--- config.mk ---
export PLATFORM = sky130hd
export DESIGN_NAME = icache_refill_bridge_flat
export DESIGN_NICKNAME = d
export VERILOG_FILES = /design/src/rtl/icache_refill_bridge_pkg.sv /design/src/rtl/icache_refill_bridge_if.sv /design/src/rtl/icache_refill_bridge_timer.sv /design/src/rtl/icache_refill_bridge.sv /design/src/flat_wrapper.sv
export SDC_FILE = /design/constraint.sdc
export NUM_CORES = 1
export LEC_CHECK = 0
export CORE_MARGIN = 4
export CORE_UTILIZATION = 38
export DETAILED_ROUTE_END_ITERATION = 10
export GPL_ROUTABILITY_DRIVEN = 1
export PLACE_DENSITY = 0.87
export SLEW_MARGIN = 20
export SYNTH_ARGS = -nofsm -noshare
export SYNTH_HDL_FRONTEND = slang
export SYNTH_SLANG_ARGS = --single-unit
--- constraint.sdc ---
create_clock -name clk -period 1.2 [get_ports clk]
set_input_delay 0.24 -clock clk [delete_from_list [all_inputs] [get_ports clk]]
set_output_delay 0.24 -clock clk [all_outputs]
set_load 0.01 [all_outputs]
--- src/rtl/icache_refill_bridge_pkg.sv ---
`default_nettype none
// ============================================================================
//  Module      : icache_pkg
//  Description : Shared types and constants for the instruction-cache refill
//                bridge: FSM state encoding, line geometry, bus widths and
//                the word-address helper.
//  Revision    : 1.0  initial release
// ============================================================================
package icache_pkg;

    localparam int LINE_WORDS = 4;                  // words per cache line
    localparam int BEAT_W     = 2;                  // bits to index a word in a line
    localparam int WADDR_W    = 18;                 // backing-memory word address width
    localparam int CADDR_W    = 20;                 // cache byte address width
    localparam int DATA_W     = 32;                 // instruction word width
    localparam int BASE_W     = WADDR_W - BEAT_W;   // line base width

    typedef enum logic [1:0] {
        ST_IDLE = 2'd0,
        ST_ACK  = 2'd1,
        ST_RD   = 2'd2,
        ST_GAP  = 2'd3
    } state_e;

    // Word address of a beat: the word index wraps inside the line so a
    // critical-word-first fetch never leaves the requested line.
    function automatic logic [WADDR_W-1:0] word_addr(
        input logic [BASE_W-1:0] base,
        input logic [BEAT_W-1:0] start,
        input logic [BEAT_W-1:0] beat
    );
        logic [BEAT_W-1:0] widx;
        widx = start + beat;
        return {base, widx};
    endfunction

endpackage
`default_nettype wire

--- src/rtl/icache_refill_bridge_if.sv ---
`default_nettype none
// ============================================================================
//  Module      : icache_refill_bridge_if
//  Description : Cache-side request/return channel and backing-memory read
//                channel of the refill bridge. The slave modport is the
//                bridge's view, the master modport is the surrounding
//                cache/memory environment.
//  Revision    : 1.0  initial release
// ============================================================================
interface icache_refill_bridge_if;
    import icache_pkg::*;

    // cache side
    logic               req;
    logic [CADDR_W-1:0] c_addr;
    logic               ack;
    logic               valid;
    logic [DATA_W-1:0]  data;
    // backing-memory side
    logic               mem_cs;
    logic [WADDR_W-1:0] mem_addr;
    logic [DATA_W-1:0]  mem_rdata;
    logic               mem_rdy;
    // status
    logic               busy;
    logic               err;

    modport slave (
        input  req, c_addr, mem_rdata, mem_rdy,
        output ack, valid, data, mem_cs, mem_addr, busy, err
    );

    modport master (
        output req, c_addr, mem_rdata, mem_rdy,
        input  ack, valid, data, mem_cs, mem_addr, busy, err
    );

endinterface
`default_nettype wire

--- src/rtl/icache_refill_bridge_timer.sv ---
`default_nettype none
// ============================================================================
//  Module      : refill_timer
//  Description : Per-beat wait-state watchdog. Counts enabled cycles from 0
//                and flags expiry on the TIMEOUT-th cycle (count TIMEOUT-1).
//  Revision    : 1.0  initial release
// ============================================================================
module refill_timer #(
    parameter int TIMEOUT = 64
) (
    input  logic clk,
    input  logic reset,
    input  logic clear_i,
    input  logic enable_i,
    output logic expire_o
);

    localparam int CNT_W = (TIMEOUT > 2) ? $clog2(TIMEOUT) : 1;
    localparam logic [CNT_W-1:0] C_LAST = CNT_W'(TIMEOUT - 1);

    logic [CNT_W-1:0] cnt_q;

    // Cycle counter: restarts from 0 whenever the beat is not being waited on.
    always_ff @(posedge clk) begin
        if (reset || clear_i) begin
            cnt_q <= '0;
        end else if (enable_i && (cnt_q != C_LAST)) begin
            cnt_q <= cnt_q + CNT_W'(1);
        end
    end

    assign expire_o = (cnt_q == C_LAST);

endmodule
`default_nettype wire

--- src/rtl/icache_refill_bridge.sv ---
`default_nettype none
// ============================================================================
//  Module      : icache_refill_bridge
//  Description : Memory-side refill stage of the instruction cache. Accepts a
//                line request, fetches the 4-word line one word per beat
//                (critical word first when CWF=1) and returns each word as a
//                single-cycle valid pulse. A per-beat watchdog completes hung
//                beats with zero data and raises a sticky error.
//  Revision    : 1.0  initial release
// ============================================================================
module icache_refill_bridge
    import icache_pkg::*;
#(
    parameter bit CWF     = 1'b1,
    parameter int TIMEOUT = 64
) (
    input  logic                 clk,
    input  logic                 reset,
    icache_refill_bridge_if.slave bus
);

    localparam logic [BEAT_W-1:0] C_LAST_BEAT = BEAT_W'(LINE_WORDS - 1);

    state_e              state_q, state_d;
    logic [BEAT_W-1:0]   beat_q,  beat_d;
    logic [BASE_W-1:0]   base_q,  base_d;
    logic [BEAT_W-1:0]   start_q, start_d;
    logic                err_q,   err_d;
    logic                armed_q, armed_d;
    logic                valid_q, valid_d;
    logic [DATA_W-1:0]   data_q,  data_d;

    logic                w_in_rd;
    logic                w_expire;
    logic                w_unused_caddr;

    // Byte-offset bits never affect which word is fetched.
    assign w_unused_caddr = ^bus.c_addr[1:0];

    assign w_in_rd = (state_q == ST_RD);

    refill_timer #(
        .TIMEOUT (TIMEOUT)
    ) u_timer (
        .clk      (clk),
        .reset    (reset),
        .clear_i  (!w_in_rd),
        .enable_i (w_in_rd),
        .expire_o (w_expire)
    );

    // State register.
    always_ff @(posedge clk) begin
        if (reset) begin
            state_q <= ST_IDLE;
        end else begin
            state_q <= state_d;
        end
    end

    // Next state and datapath next values; mem_rdy wins over a coincident timeout.
    always_comb begin
        state_d = state_q;
        beat_d  = beat_q;
        base_d  = base_q;
        start_d = start_q;
        err_d   = err_q;
        armed_d = armed_q;
        valid_d = 1'b0;
        data_d  = data_q;

        // A dropped request re-arms the bridge so a held req never refills twice.
        if (!bus.req) begin
            armed_d = 1'b1;
        end

        case (state_q)
            ST_IDLE: begin
                if (bus.req && armed_q) begin
                    state_d = ST_ACK;
                    base_d  = bus.c_addr[CADDR_W-1:4];
                    start_d = CWF ? bus.c_addr[3:2] : 2'b00;
                    err_d   = 1'b0;
                    armed_d = 1'b0;
                end
            end
            ST_ACK: begin
                beat_d  = '0;
                state_d = ST_RD;
            end
            ST_RD: begin
                if (bus.mem_rdy) begin
                    valid_d = 1'b1;
                    data_d  = bus.mem_rdata;
                    state_d = ST_GAP;
                end else if (w_expire) begin
                    valid_d = 1'b1;
                    data_d  = '0;
                    err_d   = 1'b1;
                    state_d = ST_GAP;
                end
            end
            ST_GAP: begin
                if (beat_q == C_LAST_BEAT) begin
                    state_d = ST_IDLE;
                end else begin
                    beat_d  = beat_q + BEAT_W'(1);
                    state_d = ST_RD;
                end
            end
            default: begin
                state_d = ST_IDLE;
            end
        endcase
    end

    // Datapath registers: line address, beat counter, returned word, flags.
    always_ff @(posedge clk) begin
        if (reset) begin
            beat_q  <= '0;
            base_q  <= '0;
            start_q <= '0;
            err_q   <= 1'b0;
            armed_q <= 1'b1;
            valid_q <= 1'b0;
            data_q  <= '0;
        end else begin
            beat_q  <= beat_d;
            base_q  <= base_d;
            start_q <= start_d;
            err_q   <= err_d;
            armed_q <= armed_d;
            valid_q <= valid_d;
            data_q  <= data_d;
        end
    end

    assign bus.ack      = (state_q == ST_ACK);
    assign bus.mem_cs   = w_in_rd;
    assign bus.busy     = (state_q != ST_IDLE);
    assign bus.mem_addr = word_addr(base_q, start_q, beat_q);
    assign bus.valid    = valid_q;
    assign bus.data     = data_q;
    assign bus.err      = err_q;

endmodule
`default_nettype wire

--- src/flat_wrapper.sv ---
// flat-port wrapper written by rule: the top's interface ports become plain ports
module icache_refill_bridge_flat import icache_pkg::*;
#(
    parameter bit CWF     = 1'b1,
    parameter int TIMEOUT = 64
)
  (clk, reset, bus_req, bus_c_addr, bus_mem_rdata, bus_mem_rdy, bus_ack, bus_valid, bus_data, bus_mem_cs, bus_mem_addr, bus_busy, bus_err);
  icache_refill_bridge_if bus_i ();
  input  logic clk;
  input  logic reset;
  input wire logic [$bits(bus_i.req)-1:0] bus_req;
  input wire logic [$bits(bus_i.c_addr)-1:0] bus_c_addr;
  input wire logic [$bits(bus_i.mem_rdata)-1:0] bus_mem_rdata;
  input wire logic [$bits(bus_i.mem_rdy)-1:0] bus_mem_rdy;
  output wire logic [$bits(bus_i.ack)-1:0] bus_ack;
  output wire logic [$bits(bus_i.valid)-1:0] bus_valid;
  output wire logic [$bits(bus_i.data)-1:0] bus_data;
  output wire logic [$bits(bus_i.mem_cs)-1:0] bus_mem_cs;
  output wire logic [$bits(bus_i.mem_addr)-1:0] bus_mem_addr;
  output wire logic [$bits(bus_i.busy)-1:0] bus_busy;
  output wire logic [$bits(bus_i.err)-1:0] bus_err;
  assign bus_i.req = bus_req;
  assign bus_i.c_addr = bus_c_addr;
  assign bus_i.mem_rdata = bus_mem_rdata;
  assign bus_i.mem_rdy = bus_mem_rdy;
  assign bus_ack = bus_i.ack;
  assign bus_valid = bus_i.valid;
  assign bus_data = bus_i.data;
  assign bus_mem_cs = bus_i.mem_cs;
  assign bus_mem_addr = bus_i.mem_addr;
  assign bus_busy = bus_i.busy;
  assign bus_err = bus_i.err;
  icache_refill_bridge #(.CWF(CWF), .TIMEOUT(TIMEOUT)) u_core (.clk(clk), .reset(reset), .bus(bus_i));
endmodule
==> impl_metrics.csv, run 1 <==
group,metric,value,unit
outcome,run_status,"finished with violations",
clock_tree,h_tree_levels,3,
floorplanning,floorplan.io_pins,111,
synthesis,post_synth.cell_area_avg,8.591,um^2
synthesis,adder_cell_area_share_of_the_yosys_netlist,1.461,%
timing,post-route-worst-setup-slack,-354.5,ps
floorplanning,initial_utilization,39.77,%
cells_and_area,sequential_cell_area,0.001285,mm^2
cells_and_area,area_growth,83.54,%
clock_tree,clkTransAtPathRegs,70,ps
route,first_pass_iters,4,
critical_path,cp-start-kind,"flip-flop",
clock_tree,clk-insertion-delay-late,330,ps
floorplanning,floorplan.die_area,0.008139,mm^2
cells_and_area,final_area,0.004715,mm^2
timing,timing_hold_violations_final,0,
placed_design,post-place-ws,-415.9,ps
critical_path,critical_path_cell_list,"ha_4, xnor2_2, xnor2_1, buf_2",
cells_and_area,layout_commonest_cell,"sky130_fd_sc_hd__clkdlybuf4s50_1",
synthesis,yosys.area.top_type_share,49.10,%
timing,setup_viol_count_final,64,
cells_and_area,mostFrequentLayoutCells,"sky130_fd_sc_hd__clkdlybuf4s50_1 (52), sky130_fd_sc_hd__dfxtp_1 (48), sky130_fd_sc_hd__nand2_1 (43)",
cells_and_area,multi_input_combinational_cell_area,0.001578,mm^2
synthesis,synth_nets,358,
job,max_cap_violation_count,0,
route,drcViolationCount,0,
min_path,worst_hold_path_type,"in2reg",
synthesis,synth_seq_cells,63,
synthesis,synth-edff-count,0,
synthesis,ys_seq_area_share,49.10,%
route,postRouteAntennaNets,0,
synthesis,synthesis.area,0.002569,mm^2
cells_and_area,final_nets,504,
critical_path,critPathCaptureType,"primary output",
clock_tree,cts_hold_buffers,0,
timing,period_share,129.5,%
outcome,failed_checks,"setup timing",
global_routing,via_count_of_the_first_global_routing_pass,2846,
global_routing,grt_start_max_net_pins,33,
cells_and_area,num-fill-cells,474,
synthesis,yosys_warnings,0,
power,vdd_drop_max,954.1,uV
route,post_drt_via_cell_ratio,5.295,
timing,whs,298.5,ps
timing,setup_tns,-12980,ps
critical_path,cpMaxStageDelayCell,"sky130_fd_sc_hd__dfxtp_2",
placed_design,buffer_ports.inserted,108,
critical_path,path_delay_family,"flip-flops",
clock_tree,tritoncts,"built",
route,drt_iter0_drc,99,
route,routed_vias,2785,
timing,timing.final.crit_period,1555,ps
floorplanning,die_h,90.22,um
synthesis,syn_inst,299,
floorplanning,rows,29,
clock_tree,cts.sinks,63,
synthesis,ys_async_rst_share,0,%
power,power.leakage,1.886,nW
global_routing,gr-usage-all-layers,21.62,%
timing,worst_slew_pin_slew,281.1,ps
timing,final_max_slew_viol_count,0,
cells_and_area,final_core_utilization,73.00,%
timing,achievable_clock_frequency,643.3,MHz
synthesis,synth.lib_cells_used.distinct,37,
timing,grt_setup_unrepaired,"true",
synthesis,synth_top_cells_by_area,"sky130_fd_sc_hd__dfxtp_1 (49%), sky130_fd_sc_hd__a21oi_1 (11%), sky130_fd_sc_hd__nand2_1 (11%), sky130_fd_sc_hd__o211ai_1 (9.4%), sky130_fd_sc_hd__buf_2 (2.7%)",
synthesis,xor_xnor_share_of_the_synthesized_area,0.6819,%
synthesis,post_synth_mux_area_share,0.3897,%
synthesis,post-synth-top-area-cell,"sky130_fd_sc_hd__dfxtp_1",
placed_design,dpl.hpwl,5044,um
synthesis,synth_top_family_by_area,"compound AO/OA/AOI/OAI gates",
clock_tree,root_buffer,"sky130_fd_sc_hd__clkbuf_8",
critical_path,worstPathBufferInverterCount,1,
route,routedWlPerCell,17.94,um
critical_path,worst_path_largest_cell_delay,340,ps
global_routing,grt_pass1_wl,14270,um
critical_path,timing.critical_path.required,960,ps
synthesis,synth_compound_gate_area_share,23.53,%
global_routing,antenna_found_initial,0,
timing,worst_slew_margin_rel,81.26,%
cells_and_area,number_of_diodes_added_for_antenna_fixing,0,
global_routing,grt-ovfl-total,0,
placed_design,gp_congestion,0.7703,
critical_path,critical_path_arrival,1310,ps
synthesis,post_synthesis_simple_gate_area_fraction,19.48,%
route,drt-total-wl,9436,um
critical_path,setup.worst_path.class,"reg2out",
floorplanning,fp.coreArea,0.006459,mm^2
power,p_per_area,1076,mW/mm^2
cells_and_area,fraction_of_final_layout_cells_with_drive_strength_greater_than_1,42.54,%
placed_design,placement.cell_area,0.003890,mm^2
timing,clock_skew,5.090,ps
clock_tree,cts_buffers,9,
critical_path,critical_path.max_fanout,2,
synthesis,ys_dominant_reg_cell,"sky130_fd_sc_hd__dfxtp_1",
floorplanning,die_w,90.22,um
clock_tree,max-clock-path-buffers,2,
==> synthesized netlist by cell type (2+ instances only) <==
| library cell | number |
|---|---|
| sky130_fd_sc_hd__nand2_1 | 72 |
| sky130_fd_sc_hd__dfxtp_1 | 63 |
| sky130_fd_sc_hd__a21oi_1 | 54 |
| sky130_fd_sc_hd__o211ai_1 | 32 |
| sky130_fd_sc_hd__buf_2 | 14 |
| sky130_fd_sc_hd__clkbuf_1 | 5 |
| sky130_fd_sc_hd__o21ai_0 | 5 |
| sky130_fd_sc_hd__buf_4 | 4 |
| sky130_fd_sc_hd__a31oi_1 | 3 |
| sky130_fd_sc_hd__and3b_1 | 3 |
| sky130_fd_sc_hd__ha_1 | 3 |
| sky130_fd_sc_hd__nand2b_1 | 3 |
| sky130_fd_sc_hd__nand3_1 | 3 |
| sky130_fd_sc_hd__nor2_1 | 3 |
| sky130_fd_sc_hd__nor2b_1 | 3 |
| sky130_fd_sc_hd__nor3_1 | 3 |
| sky130_fd_sc_hd__a32oi_1 | 2 |
| sky130_fd_sc_hd__and2_1 | 2 |
| sky130_fd_sc_hd__buf_1 | 2 |
| sky130_fd_sc_hd__nor3b_1 | 2 |
| sky130_fd_sc_hd__xnor2_1 | 2 |
==> path summary, 6_finish.rpt <==
kind	to	start	slack, ps	cells past startpoint
worst max-delay path	bus_mem_addr[1]	u_core.start_q[0]	-350	4
worst min-delay path	u_core.u_timer.cnt_q[3]	reset	300	4
worst max register to register	u_core.bus.err	u_core.state_q[1]	-300	7
worst min register to register	u_core.base_q[0]	u_core.base_q[0]	460	2
==> cell families after synthesis <==
| group | count (synthesis) |
|---|---|
| and+or+nand+nor | 105 |
| AOI/OAI and AO/OA | 99 |
| DFF | 63 |
| buffers and inverters | 26 |
| adders and majority gates | 3 |
| xor gates and xnor gates | 2 |
| muxes | 1 |
==> state kept, by name (all words and copies together) (netlist names) <==
name	count
u_core.bus.data	32
u_core.base_q	16
u_core.u_timer.cnt_q	6
u_core.beat_q	2
u_core.start_q	2
u_core.state_q	2
u_core.armed_q	1
u_core.bus.err	1
u_core.bus.valid	1
==> metrics by stage <==
step	power [W]	std cells
after detailed placement	0.003136	485
after global routing	0.005272	526
after floorplan	0.002627	299
final	0.005073	526
after CTS	0.004931	525
after global placement	0.003116	485
==> worst register-to-register path, cell delays in order (launching register included) <==
cell and delay (ps):
sky130_fd_sc_hd__dfxtp_4 350, sky130_fd_sc_hd__buf_6 120, sky130_fd_sc_hd__buf_8 120, sky130_fd_sc_hd__buf_8 120
sky130_fd_sc_hd__nand4bb_4 310, sky130_fd_sc_hd__buf_6 180, sky130_fd_sc_hd__a32oi_1 140, sky130_fd_sc_hd__nor2_1 60
==> timing repair <==
action | in CTS | in global routing
setup endpoints to repair | 112 | 111
gates resized for setup | 151 | 152
pin swaps | 53 | 62
gates cloned | 10 | 2
endpoints found under the hold margin | 0 | 0
buffers inserted | 16 | 5
==> layout make-up <==
class | count | area share, %
clock buffer | 11 | 2.999
sequential | 63 | 27.26
tap | 77 | 2.044
clock inverter | 4 | 0.4777
multi-input combinational | 210 | 33.47
timing repair buffer | 161 | 33.76
==> metal layers <==
| layer | vias up | part of all wire [%] | global-route usage (%) |
|---|---|---|---|
| li1 | 1346 | - | - |
| met1 | 1340 | 39 | 23.62 |
| met2 | 90 | 54 | 40.26 |
| met3 | 9 | 5.4 | 6.511 |
| met4 | 0 | 1.2 | 5.867 |
| met5 | - | 0 | 0 |
==> report_power, final <==
part / switching (W) / internal (W)
registers: 0.0000840 / 0.00219
clock network: 0.000808 / 0.000784
logic: 0.000531 / 0.000671
total: 0.00142 / 0.00365
Power figures use the tool's default switching activity.
==> run 2, diff against run 1 <==
- CORE_UTILIZATION: 38 -> 42
- PLACE_DENSITY: 0.87 -> 0.91
- clock period: 1.2 -> 1.5 ns (I/O delays scaled with it)
==> run 2 against run 1 <==
Against the previous run:
- the flow still finishes with violations (setup timing)
- non-clock buffer count is 32 lower
- sequential share of layout area is 4.4 points higher
- clock power is 3% higher
- register-to-register slack better by 430 ps
- largest power group unchanged
==> impl_metrics.csv, run 2 (synthesized netlist as in run 1, its figures left out) <==
group,metric,value,unit
global_routing,grt-ovfl-total,0,
timing,period_share,101.3,%
route,routedWlPerCell,14.97,um
placed_design,post-place-ws,-154.4,ps
floorplanning,fp.coreArea,0.005921,mm^2
cells_and_area,multi_input_combinational_cell_area,0.001211,mm^2
route,drt_iter0_drc,182,
floorplanning,rows,28,
clock_tree,cts.sinks,63,
timing,worst_slew_pin_slew,262.0,ps
timing,grt_setup_unrepaired,"true",
cells_and_area,sequential_cell_area,0.001267,mm^2
cells_and_area,layout_commonest_cell,"sky130_fd_sc_hd__nand2_1",
job,max_cap_violation_count,0,
route,routed_vias,2634,
timing,worst_slew_margin_rel,82.46,%
timing,whs,354.5,ps
route,dr_wl_met2,3746,um
power,vdd_drop_max,749.3,uV
global_routing,grt_pass1_wl,11710,um
timing,clock_skew,9.287,ps
clock_tree,clkTransAtPathRegs,60,ps
timing,final_max_slew_viol_count,0,
critical_path,worst_path_largest_cell_delay,330,ps
cells_and_area,area_growth,56.06,%
timing,setup_tns,-19.53,ps
floorplanning,floorplan.io_pins,111,
outcome,run_status,"finished with violations",
cells_and_area,mostFrequentLayoutCells,"sky130_fd_sc_hd__nand2_1 (72), sky130_fd_sc_hd__dfxtp_1 (58), sky130_fd_sc_hd__a21oi_1 (54)",
route,wire_length_on_met3,566,um
global_routing,antenna_found_initial,0,
critical_path,setup.worst_path.class,"reg2out",
critical_path,critical_path_arrival,1220,ps
cells_and_area,num-fill-cells,506,
critical_path,critical_path.max_fanout,2,
clock_tree,h_tree_levels,3,
critical_path,timing.critical_path.required,1200,ps
min_path,worst_hold_path_type,"in2reg",
timing,achievable_clock_frequency,658.1,MHz
cells_and_area,fraction_of_final_layout_cells_with_drive_strength_greater_than_1,13.64,%
global_routing,via_count_of_the_first_global_routing_pass,2547,
route,drcViolationCount,0,
global_routing,gr-usage-all-layers,19.72,%
route,detail_route.wirelength.met1,2918,um
route,first_pass_iters,4,
route,drt-total-wl,7378,um
route,highest_layer,"met4",
timing,setup_viol_count_final,1,
cells_and_area,number_of_diodes_added_for_antenna_fixing,0,
critical_path,cpMaxStageDelayCell,"sky130_fd_sc_hd__dfxtp_2",
critical_path,critical_path_cell_list,"ha_4, xnor2_2, xnor2_1, buf_2",
cells_and_area,final_nets,472,
clock_tree,tritoncts,"built",
floorplanning,die_h,86.21,um
cells_and_area,largest_register_ffs,32,
clock_tree,root_buffer,"sky130_fd_sc_hd__clkbuf_8",
outcome,failed_checks,"setup timing",
route,postRouteAntennaNets,0,
critical_path,cp-start-kind,"flip-flop",
placed_design,dpl.hpwl,5175,um
power,power.leakage,1.707,nW
timing,post-route-worst-setup-slack,-19.53,ps
placed_design,gp_congestion,0.8054,
clock_tree,max-clock-path-buffers,2,
floorplanning,die_w,86.21,um
global_routing,grt_start_max_net_pins,37,
power,p_per_area,1008,mW/mm^2
route,post_drt_via_cell_ratio,5.343,
clock_tree,cts_buffers,9,
floorplanning,floorplan.die_area,0.007431,mm^2
floorplanning,initial_utilization,43.39,%
clock_tree,clk-insertion-delay-late,330,ps
placed_design,buffer_ports.inserted,108,
critical_path,path_delay_family,"flip-flops",
critical_path,worstPathBufferInverterCount,1,
timing,timing_hold_violations_final,0,
clock_tree,cts_setup_buffers,0,
timing,timing.final.crit_period,1520,ps
critical_path,critPathCaptureType,"primary output",
[run 2: changes by cell type in the layout (fill, tap and decap cells not counted), sizes merged]
cell,delta
clkinvlp,-1
clkbuf,-30
buf,-33
dlygate4sd2,+46
bufinv,+2
clkdlybuf4s15,-16
clkinv,-2
dlymetal6s2s,+3
[run 2: path summary, 6_finish.rpt]
check / start / to / slack (ps) / cells after the start
setup / recovery: u_core.start_q[0] / bus_mem_addr[1] / -20 / 4
hold / removal: reset / u_core.u_timer.cnt_q[2] / 350 / 4
setup reg to reg: u_core.u_timer.cnt_q[1] / u_core.state_q[0] / 130 / 4
hold reg to reg: u_core.base_q[11] / u_core.base_q[11] / 450 / 2
[run 2: routing by layer]
layer	global-route usage, %	vias to the layer above
li1	-	1289
met1	21.81	1234
met2	34.41	94
met3	6.464	17
met4	8.782	0
met5	0	-
[run 2: what timing repair did]
action                                  in CTS  in global routing
endpoints found under the setup margin      52                  8
pin swaps                                    2                  2
hold buffers                                 0                  0
resized for setup                           67                 11
[run 2: through the flow]
stage	cell area, um^2	util, %	cells	total power, W
floorplan	2569	-	299	0.002100
global placement	3815	64.43	477	0.002467
detailed placement	3815	64.43	477	0.002485
CTS	3995	67.48	493	0.004081
global route	4009	67.71	493	0.004222
finish	4009	67.71	493	0.004040
[run 2: area by class of cell]
type	count	share of cell area [%]
clock buffer	13	3.964
timing repair buffer	129	30.24
clock inverter	3	1.623
sequential	63	31.62
tap	75	2.341
multi-input combinational	210	30.21
[run 2: worst min-delay path, stage by stage]
cell and delay [ps]:
sky130_fd_sc_hd__buf_2 140, sky130_fd_sc_hd__nor3b_2 80, sky130_fd_sc_hd__o21ai_0 70, sky130_fd_sc_hd__a31oi_1 40
[run 2: power by group]
part	switching [W]	internal (W)
clock network	0.000615	0.00103
logic	0.000273	0.000330
registers	0.0000429	0.00175
